--- src/rtl/pipe_ctrl_pkg.sv ---
// Shared constants for the pipeline controller: default stage indices and counter width helper.
package pipe_ctrl_pkg;

  localparam int unsigned IF_STG  = 0;
  localparam int unsigned ID_STG  = 1;
  localparam int unsigned EXE_STG = 2;
  localparam int unsigned MEM_STG = 3;
  localparam int unsigned WB_STG  = 4;

  // Bits needed to hold values 0..max_val (at least one bit).
  function automatic int unsigned cnt_width(input int unsigned max_val);
    return (max_val < 1) ? 1 : $clog2(max_val + 1);
  endfunction

endpackage

--- src/rtl/pipe_ctrl_outst_cnt.sv ---
// Saturating up/down counter of accepted-but-unanswered data requests, with sticky
// detection of responses that arrive while nothing is outstanding.
module pipe_ctrl_outst_cnt
  import pipe_ctrl_pkg::*;
#(
  parameter int unsigned MAX_OUTST = 2
) (
  input  logic                             clk,
  input  logic                             resetn,
  input  logic                             req_acc,
  input  logic                             rsp,
  output logic [cnt_width(MAX_OUTST)-1:0]  cnt,
  output logic                             proto_err
);

  localparam int unsigned CNT_W = cnt_width(MAX_OUTST);

  logic [CNT_W-1:0] cnt_q, cnt_d;
  logic             proto_err_q, proto_err_d;
  logic             dec;

  // A response only retires a request if one is outstanding.
  always_comb begin
    cnt_d       = cnt_q;
    proto_err_d = proto_err_q;
    dec         = rsp && (cnt_q != '0);
    if (rsp && (cnt_q == '0)) begin
      proto_err_d = 1'b1;
    end
    if (req_acc && !dec && (cnt_q != CNT_W'(MAX_OUTST))) begin
      cnt_d = cnt_q + CNT_W'(1);
    end else if (dec && !req_acc) begin
      cnt_d = cnt_q - CNT_W'(1);
    end
  end

  always_ff @(posedge clk or negedge resetn) begin
    if (!resetn) begin
      cnt_q       <= '0;
      proto_err_q <= 1'b0;
    end else begin
      cnt_q       <= cnt_d;
      proto_err_q <= proto_err_d;
    end
  end

  assign cnt       = cnt_q;
  assign proto_err = proto_err_q;

endmodule

--- src/rtl/pipe_ctrl.sv ---
// Stall/bubble/flush and per-stage valid control for an N-stage in-order pipe.
// Optional stall watchdog enabled by defining PIPE_CTRL_WDOG_EN.
module pipe_ctrl
  import pipe_ctrl_pkg::*;
#(
  parameter int unsigned STAGES     = WB_STG + 1,
  parameter int unsigned MEM_STAGE  = MEM_STG,
  parameter int unsigned MAX_OUTST  = 2,
  parameter int unsigned WDOG_LIMIT = 1024
) (
  input  logic                             clk,
  input  logic                             resetn,
  input  logic                             if_valid,
  input  logic [STAGES-1:0]                stall_req,
  input  logic [STAGES-1:0]                flush_req,
  input  logic                             mem_access,
  input  logic                             data_req,
  input  logic                             data_addr_ok,
  input  logic                             data_data_ok,
  output logic [STAGES-1:0]                stage_stall,
  output logic [STAGES-1:0]                stage_valid,
  output logic                             fetch_kill,
  output logic                             data_req_allow,
  output logic [cnt_width(MAX_OUTST)-1:0]  data_outst,
  output logic                             proto_err,
  output logic                             wdog_timeout
);

  localparam int unsigned CNT_W = cnt_width(MAX_OUTST);

  logic [STAGES-1:0] valid_q, valid_d;
  logic [STAGES-1:0] ls;
  logic [STAGES-1:0] kill;
  logic [CNT_W-1:0]  outst;

  pipe_ctrl_outst_cnt #(
    .MAX_OUTST (MAX_OUTST)
  ) u_outst_cnt (
    .clk       (clk),
    .resetn    (resetn),
    .req_acc   (data_req && data_addr_ok),
    .rsp       (data_data_ok),
    .cnt       (outst),
    .proto_err (proto_err)
  );

  // Local stall terms, then cascade so any later stall freezes earlier stages.
  always_comb begin
    ls                = stall_req;
    ls[MEM_STAGE-1]   = ls[MEM_STAGE-1] | (data_req && !data_addr_ok);
    ls[MEM_STAGE]     = ls[MEM_STAGE] |
                        (valid_q[MEM_STAGE] && mem_access && !((outst != '0) && data_data_ok));
    stage_stall            = '0;
    stage_stall[STAGES-1]  = ls[STAGES-1];
    for (int i = int'(STAGES) - 2; i >= 0; i--) begin
      stage_stall[i] = ls[i] | stage_stall[i+1];
    end
  end

  // A flush at stage k kills every stage below k.
  always_comb begin
    kill           = '0;
    for (int i = int'(STAGES) - 2; i >= 0; i--) begin
      kill[i] = kill[i+1] | flush_req[i+1];
    end
    fetch_kill = |flush_req;
  end

  always_comb begin
    valid_d = valid_q;
    for (int i = 0; i < int'(STAGES); i++) begin
      if (kill[i]) begin
        valid_d[i] = 1'b0;
      end else if (!stage_stall[i]) begin
        if (i == int'(IF_STG)) begin
          valid_d[i] = if_valid;
        end else begin
          valid_d[i] = valid_q[i-1] && !stage_stall[i-1];
        end
      end
    end
  end

  always_ff @(posedge clk or negedge resetn) begin
    if (!resetn) begin
      valid_q <= '0;
    end else begin
      valid_q <= valid_d;
    end
  end

  assign stage_valid    = valid_q;
  assign data_outst     = outst;
  assign data_req_allow = (outst < CNT_W'(MAX_OUTST));

`ifdef PIPE_CTRL_WDOG_EN
  localparam int unsigned WDOG_W = cnt_width(WDOG_LIMIT);

  logic [WDOG_W-1:0] wdog_cnt_q, wdog_cnt_d;
  logic              wdog_q, wdog_d;

  // Count consecutive cycles the stage ahead of WB is held; saturate at the limit.
  always_comb begin
    wdog_cnt_d = '0;
    wdog_d     = wdog_q;
    if (stage_stall[STAGES-2]) begin
      wdog_cnt_d = wdog_cnt_q;
      if (wdog_cnt_q != WDOG_W'(WDOG_LIMIT)) begin
        wdog_cnt_d = wdog_cnt_q + WDOG_W'(1);
      end
    end
    if (wdog_cnt_d == WDOG_W'(WDOG_LIMIT)) begin
      wdog_d = 1'b1;
    end
  end

  always_ff @(posedge clk or negedge resetn) begin
    if (!resetn) begin
      wdog_cnt_q <= '0;
      wdog_q     <= 1'b0;
    end else begin
      wdog_cnt_q <= wdog_cnt_d;
      wdog_q     <= wdog_d;
    end
  end

  assign wdog_timeout = wdog_q;
`else
  logic unused_wdog;
  assign unused_wdog  = (WDOG_LIMIT == 0);
  assign wdog_timeout = 1'b0;
`endif

endmodule
--- config.mk ---
export PLATFORM = sky130hd
export DESIGN_NAME = pipe_ctrl
export DESIGN_NICKNAME = d
export VERILOG_FILES = /design/src/rtl/pipe_ctrl_pkg.sv /design/src/rtl/pipe_ctrl_outst_cnt.sv /design/src/rtl/pipe_ctrl.sv
export SDC_FILE = /design/constraint.sdc
export NUM_CORES = 1
export LEC_CHECK = 0
export CELL_PAD_IN_SITES_DETAIL_PLACEMENT = 1
export CELL_PAD_IN_SITES_GLOBAL_PLACEMENT = 1
export CORE_ASPECT_RATIO = 1.1
export CORE_MARGIN = 2
export CORE_UTILIZATION = 25
export DETAILED_ROUTE_END_ITERATION = 12
export MAX_ROUTING_LAYER = met4
export PLACE_DENSITY_LB_ADDON = 0.1
export SLEW_MARGIN = 20
export SYNTH_ARGS = -nofsm -noshare
export SYNTH_HDL_FRONTEND = slang
export SYNTH_HIERARCHICAL = 1
export SYNTH_SLANG_ARGS = --single-unit
--- constraint.sdc ---
create_clock -name clk -period 3.2 [get_ports clk]
set_input_delay 0.8 -clock clk [delete_from_list [all_inputs] [get_ports clk]]
set_output_delay 0.8 -clock clk [all_outputs]
set_load 0.02 [all_outputs]
# Yosys cells after proc, flatten, opt, wreduce, memory -nomap -nowiden
# Cells that the tools add are included.
[word_totals]
register_bits = 8
mem_bits_ro = 0
in_bits = 17
latchBits = 0
mem_bits_rw = 0
wordCells = 58
out_inout_bits = 16
memories = 0
[classes]
order_cmp = 1
reduce_logical = 24
addsub = 2
n_mux = 10
bitwise = 9
multipliers = 0
div = 0
shift = 0
n_eq_ne = 5
[ops]
columns = ["cell", "count"]
rows = [
  ["$logic_and 1x1->1", 13],
  ["$or 1x1->1", 9],
  ["$mux 1", 8],
  ["$logic_not 1->1", 7],
  ["$ne 2x1->1 const B", 3],
  ["$reduce_or 5->1", 1],
  ["$mux 2", 2],
  ["$ne 2x2->1 const B", 2],
  ["$reduce_bool 2->1", 2],
  ["$add 2x1->2 const B", 1],
  ["$logic_not 2->1", 1],
  ["$lt 2x2->1 const B", 1],
  ["$sub 2x1->2 const B", 1],
]

# Logic depth before layout (Yosys ltp)
[depth]
word_depth = 13
mapped_depth = 5
depth_no_buf = 5

# Cells and area by module
# Netlist, hierarchy kept.
[by_module_without_submodules]
columns = ["module", "cells_per_inst", "n_inst", "seq_area_each_um2", "area_per_inst_um2"]
rows = [
  ["pipe_ctrl", 37, 1, 125.1, 334.1],
  ["pipe_ctrl_outst_cnt", 16, 1, 75.1, 156.4],
]

# Worst setup path after synthesis
# Ideal clock, no wire load.
[synth_timing]
kind = "input -> output"
from = "input port data_data_ok"
to = "output port stage_stall[1]"
cell_stages = 5
arrival_time_ns = 1.707
path_buffers = 0
required_ns = 2.400
path_slack_ns = 0.693
cell_sequence = "o21ai_2 a311oi_4 inv_2 nor3b_2 inv_1"
[synth_via]
elab_chain_len = 7
[synth_lines]
columns = ["item", "line", "source"]
rows = [
  ["start, declared", "pipe_ctrl.sv:19", "input logic data_data_ok,"],
  ["$logic_and 1x1->1", "pipe_ctrl.sv:52", "(valid_q[MEM_STAGE] && mem_access && !((outst != '0) && data_data_ok));"],
  ["$logic_not 1->1", "pipe_ctrl.sv:52", ""],
  ["$logic_and 1x1->1", "pipe_ctrl.sv:52", ""],
  ["$or 1x1->1", "pipe_ctrl.sv:51", "ls[MEM_STAGE] = ls[MEM_STAGE] |"],
  ["$or 1x1->1", "pipe_ctrl.sv:56", "stage_stall[i] = ls[i] | stage_stall[i+1];"],
  ["via stage_stall[3]", "pipe_ctrl.sv:20", "output logic [STAGES-1:0] stage_stall,"],
  ["$or 1x1->1 (2 in a row)", "pipe_ctrl.sv:56", ""],
  ["end, declared", "pipe_ctrl.sv:20", ""],
]
# The timed path passes the listed nets, and every way through them passes these cells.

# Final worst setup path
[layout_timing]
from = "input port data_data_ok"
to = "output port stage_stall[0]"
[layout_via]
elab_chain_len = 8
[layout_lines]
columns = ["item", "line"]
rows = [
  ["$logic_and 1x1->1", "pipe_ctrl.sv:52"],
  ["$logic_not 1->1", "pipe_ctrl.sv:52"],
  ["$logic_and 1x1->1", "pipe_ctrl.sv:52"],
  ["$or 1x1->1", "pipe_ctrl.sv:51"],
  ["$or 1x1->1 (4 in a row)", "pipe_ctrl.sv:56"],
]
# No other way between the ends.

==> reports/metrics.csv <==
stage,metric,value,unit
clock_network,hold_buffers,0,
floorplanning,rows,16,
clock_network,clk_latency,0.25,ns
timing,hold_violations,0,
floorplanning,core_area,1822,um^2
floorplanning,dieArea,2333,um^2
routing,wl_per_cell,12.77,um
global_route,grt_usage,15.39,%
critical_path,cpMaxStageDelayCell,clkdlybuf4s50_1,
final_layout,diodes,0,
floorplanning,initial_core_util,26.92,%
floorplanning,die-width,46.23,um
critical_path,cp.required,2.40,ns
critical_path,startpoint_type,input pin,
clock_network,cts_buffers,3,
clock_network,clkTransAtPathRegs,0.06,ns
clock_network,cts_tree,built,
synthesis,synth_cells,53,
placement,port_buffers,31,
placement,gp_congestion,0.6974,
timing,timing.final.crit_period,3.096,ns
timing,hold_slack,0.4576,ns
critical_path,rrSetupSlack,1.61,ns
synthesis,yosys_register_bits,8,
global_route,grt_max_degree,9,
global_route,grt_pass1_vias,560,
routing,drc,0,
global_route,grt_overflow_total,0,
synthesis,synth_cell_type_count,24,
synthesis,synth_area_per_cell,9.254,um^2
timing,setup_viol,0,
outcome,status,finished clean,
floorplanning,io_pins,33,
power_and_ir_drop,power,0.0003397,W
synthesis,syn_area,490.5,um^2
routing,num_vias,547,
critical_path,cpPeakStageDelay,0.49,ns
critical_path,crit_type,input pin to output port,
worst_hold_path,worstHoldPathType,flip-flop to flip-flop,
final_layout,drive_gt1_share,19.15,%
routing,avgViaCountPerCell,4.521,
timing,finClkSkew,0.002845,ns
placement,hpwl,1.259,mm
timing,fin_tns_setup,0,ns
final_layout,mostFrequentLayoutCell,clkdlybuf4s50_1,
clock_network,cts.sinks,8,
power_and_ir_drop,peakVddDrop,0.2404,mV
final_layout,syn2layout_area_growth,85.20,%
clock_network,htree_levels,1,
global_route,grt_pass1_wl,2.456,mm
timing,rsz0062_at_grt,false,
power_and_ir_drop,leakage,0.3778,nW
routing,drt_iter0_markers,4,
routing,finalWirelength,1.545,mm
clock_network,ctsLongestPathBuffers,2,
routing,postRouteAntennaNets,0,
final_layout,num-nets-final,113,
timing,slew_violations,0,
synthesis,seq_area_frac_synth,40.82,%
routing,dr.pass1.iters,4,
synthesis,yosys_warnings,6,
critical_path,path_max_fanout,4,
critical_path,crit_chain,"clkdlybuf4s50_1, o21ai_2, a311oi_4, buf_4, nand3_1, clkdlybuf4s15_1",
floorplanning,die_h,50.46,um
critical_path,crit_arrival,2.30,ns
global_route,grt_antenna_before_repair,0,
timing,timing.final.crit_share,96.76,%
power_and_ir_drop,powerDensity,374.0,nW/um^2
timing,fmax,323.0,MHz
clock_network,cts-root-buf,clkbuf_4,
critical_path,critPathCaptureType,output port,
synthesis,syn_nets,70,
final_layout,layout_common_cells,"clkdlybuf4s50_1 (27), buf_4 (9), dfrtp_1 (8)",
job,cap_violations,0,
==> worst max-delay path: cells and delay by family <==
family / cells / cell delay (ns)
buffers and inverters: 3 / 0.98
AOI/OAI and AO/OA: 2 / 0.40
and+or+nand+nor: 1 / 0.10
==> final timing paths <==
path	from	to	depth (start not counted)
worst max-delay path	data_data_ok	stage_stall[0]	6
worst min-delay path	u_outst_cnt/proto_err	u_outst_cnt/proto_err	1
worst max register to register	u_outst_cnt/cnt[0]	stage_valid[1]	6
worst min register to register	u_outst_cnt/proto_err	u_outst_cnt/proto_err	1
max in group asynchronous	resetn	u_outst_cnt/cnt[0]	1
min in group asynchronous	resetn	stage_valid[0]	1
==> kinds of logic after synthesis <==
group / after synthesis / synth area share (%)
flip-flops: 8 / 40.82
buffers and inverters: 8 / 7.652
AND/OR/NAND/NOR: 22 / 24.74
multiplexers: 3 / 6.123
XOR/XNOR: 1 / 1.786
AO/OA/AOI/OAI: 10 / 18.11
other: 1 / 0.7646
==> cell type report <==
cell class                      instances  area (um^2)
Tap cell                               27        33.78
Fill cell                             208        913.4
Timing Repair Buffer                   40        370.4
Inverter                                6        22.52
Multi-Input combinational cell         37        259.0
Clock buffer                            3        22.52
Sequential cell                         8        200.2
==> cells in the mapped netlist <==
library cell | count | area (um^2)
dfrtp_1 | 8 | 200.2
a21oi_1 | 5 | 25.02
inv_1 | 5 | 18.77
nand2_1 | 5 | 18.77
nor2_1 | 4 | 15.01
mux2i_1 | 3 | 30.03
nand3_1 | 3 | 15.01
buf_4 | 2 | 15.01
nand2b_1 | 2 | 12.51
nand3b_1 | 2 | 15.01
a21o_1 | 1 | 7.510
a22o_1 | 1 | 8.760
a22oi_2 | 1 | 12.51
a311oi_4 | 1 | 26.28
and2_1 | 1 | 6.260
and4_1 | 1 | 8.760
conb_1 | 1 | 3.750
inv_2 | 1 | 3.750
nor3_1 | 1 | 5.000
nor3b_2 | 1 | 12.51
nor4_1 | 1 | 6.260
o21ai_2 | 1 | 8.760
or2_1 | 1 | 6.260
xor2_1 | 1 | 8.760
==> per-layer routing <==
| metal | GRT usage [%] | vias up | wire (um) |
|---|---|---|---|
| li1 | - | 264 | - |
| met1 | 17.52 | 260 | 646 |
| met2 | 24.77 | 21 | 787 |
| met3 | 6.835 | 2 | 103 |
| met4 | 2.857 | 0 | 8 |
| met5 | - | - | 0 |
==> report_power, final <==
part	leakage [nW]	switching, W	internal [W]
logic	0.260	0.0000584	0.0000683
clock network	0.0138	0.0000373	0.0000431
registers	0.104	0.0000219	0.000111
total	0.378	0.000118	0.000222
==> state kept, by name, indices dropped and copies added (netlist names) <==
name                   cells
u_outst_cnt/cnt            2
u_outst_cnt/proto_err      1
stage_valid                5
==> metrics by stage <==
step,util (%),cells,setup slack (ns),instance area [um^2]
floorplan,-,53,0.6931,490.5
global placement,48.70,118,-0.1506,887.1
detailed placement,48.70,118,-0.1912,887.1
CTS,49.66,121,0.02948,904.6
global route,49.86,121,0.01752,908.4
finish,49.86,121,0.1037,908.4
==> what timing repair did <==
item	CTS	global route
cloned	0	0
setup endpoints to repair	4	2
gates resized for setup	4	4
setup buffers	0	0
(Power assumes the default switching activity.)
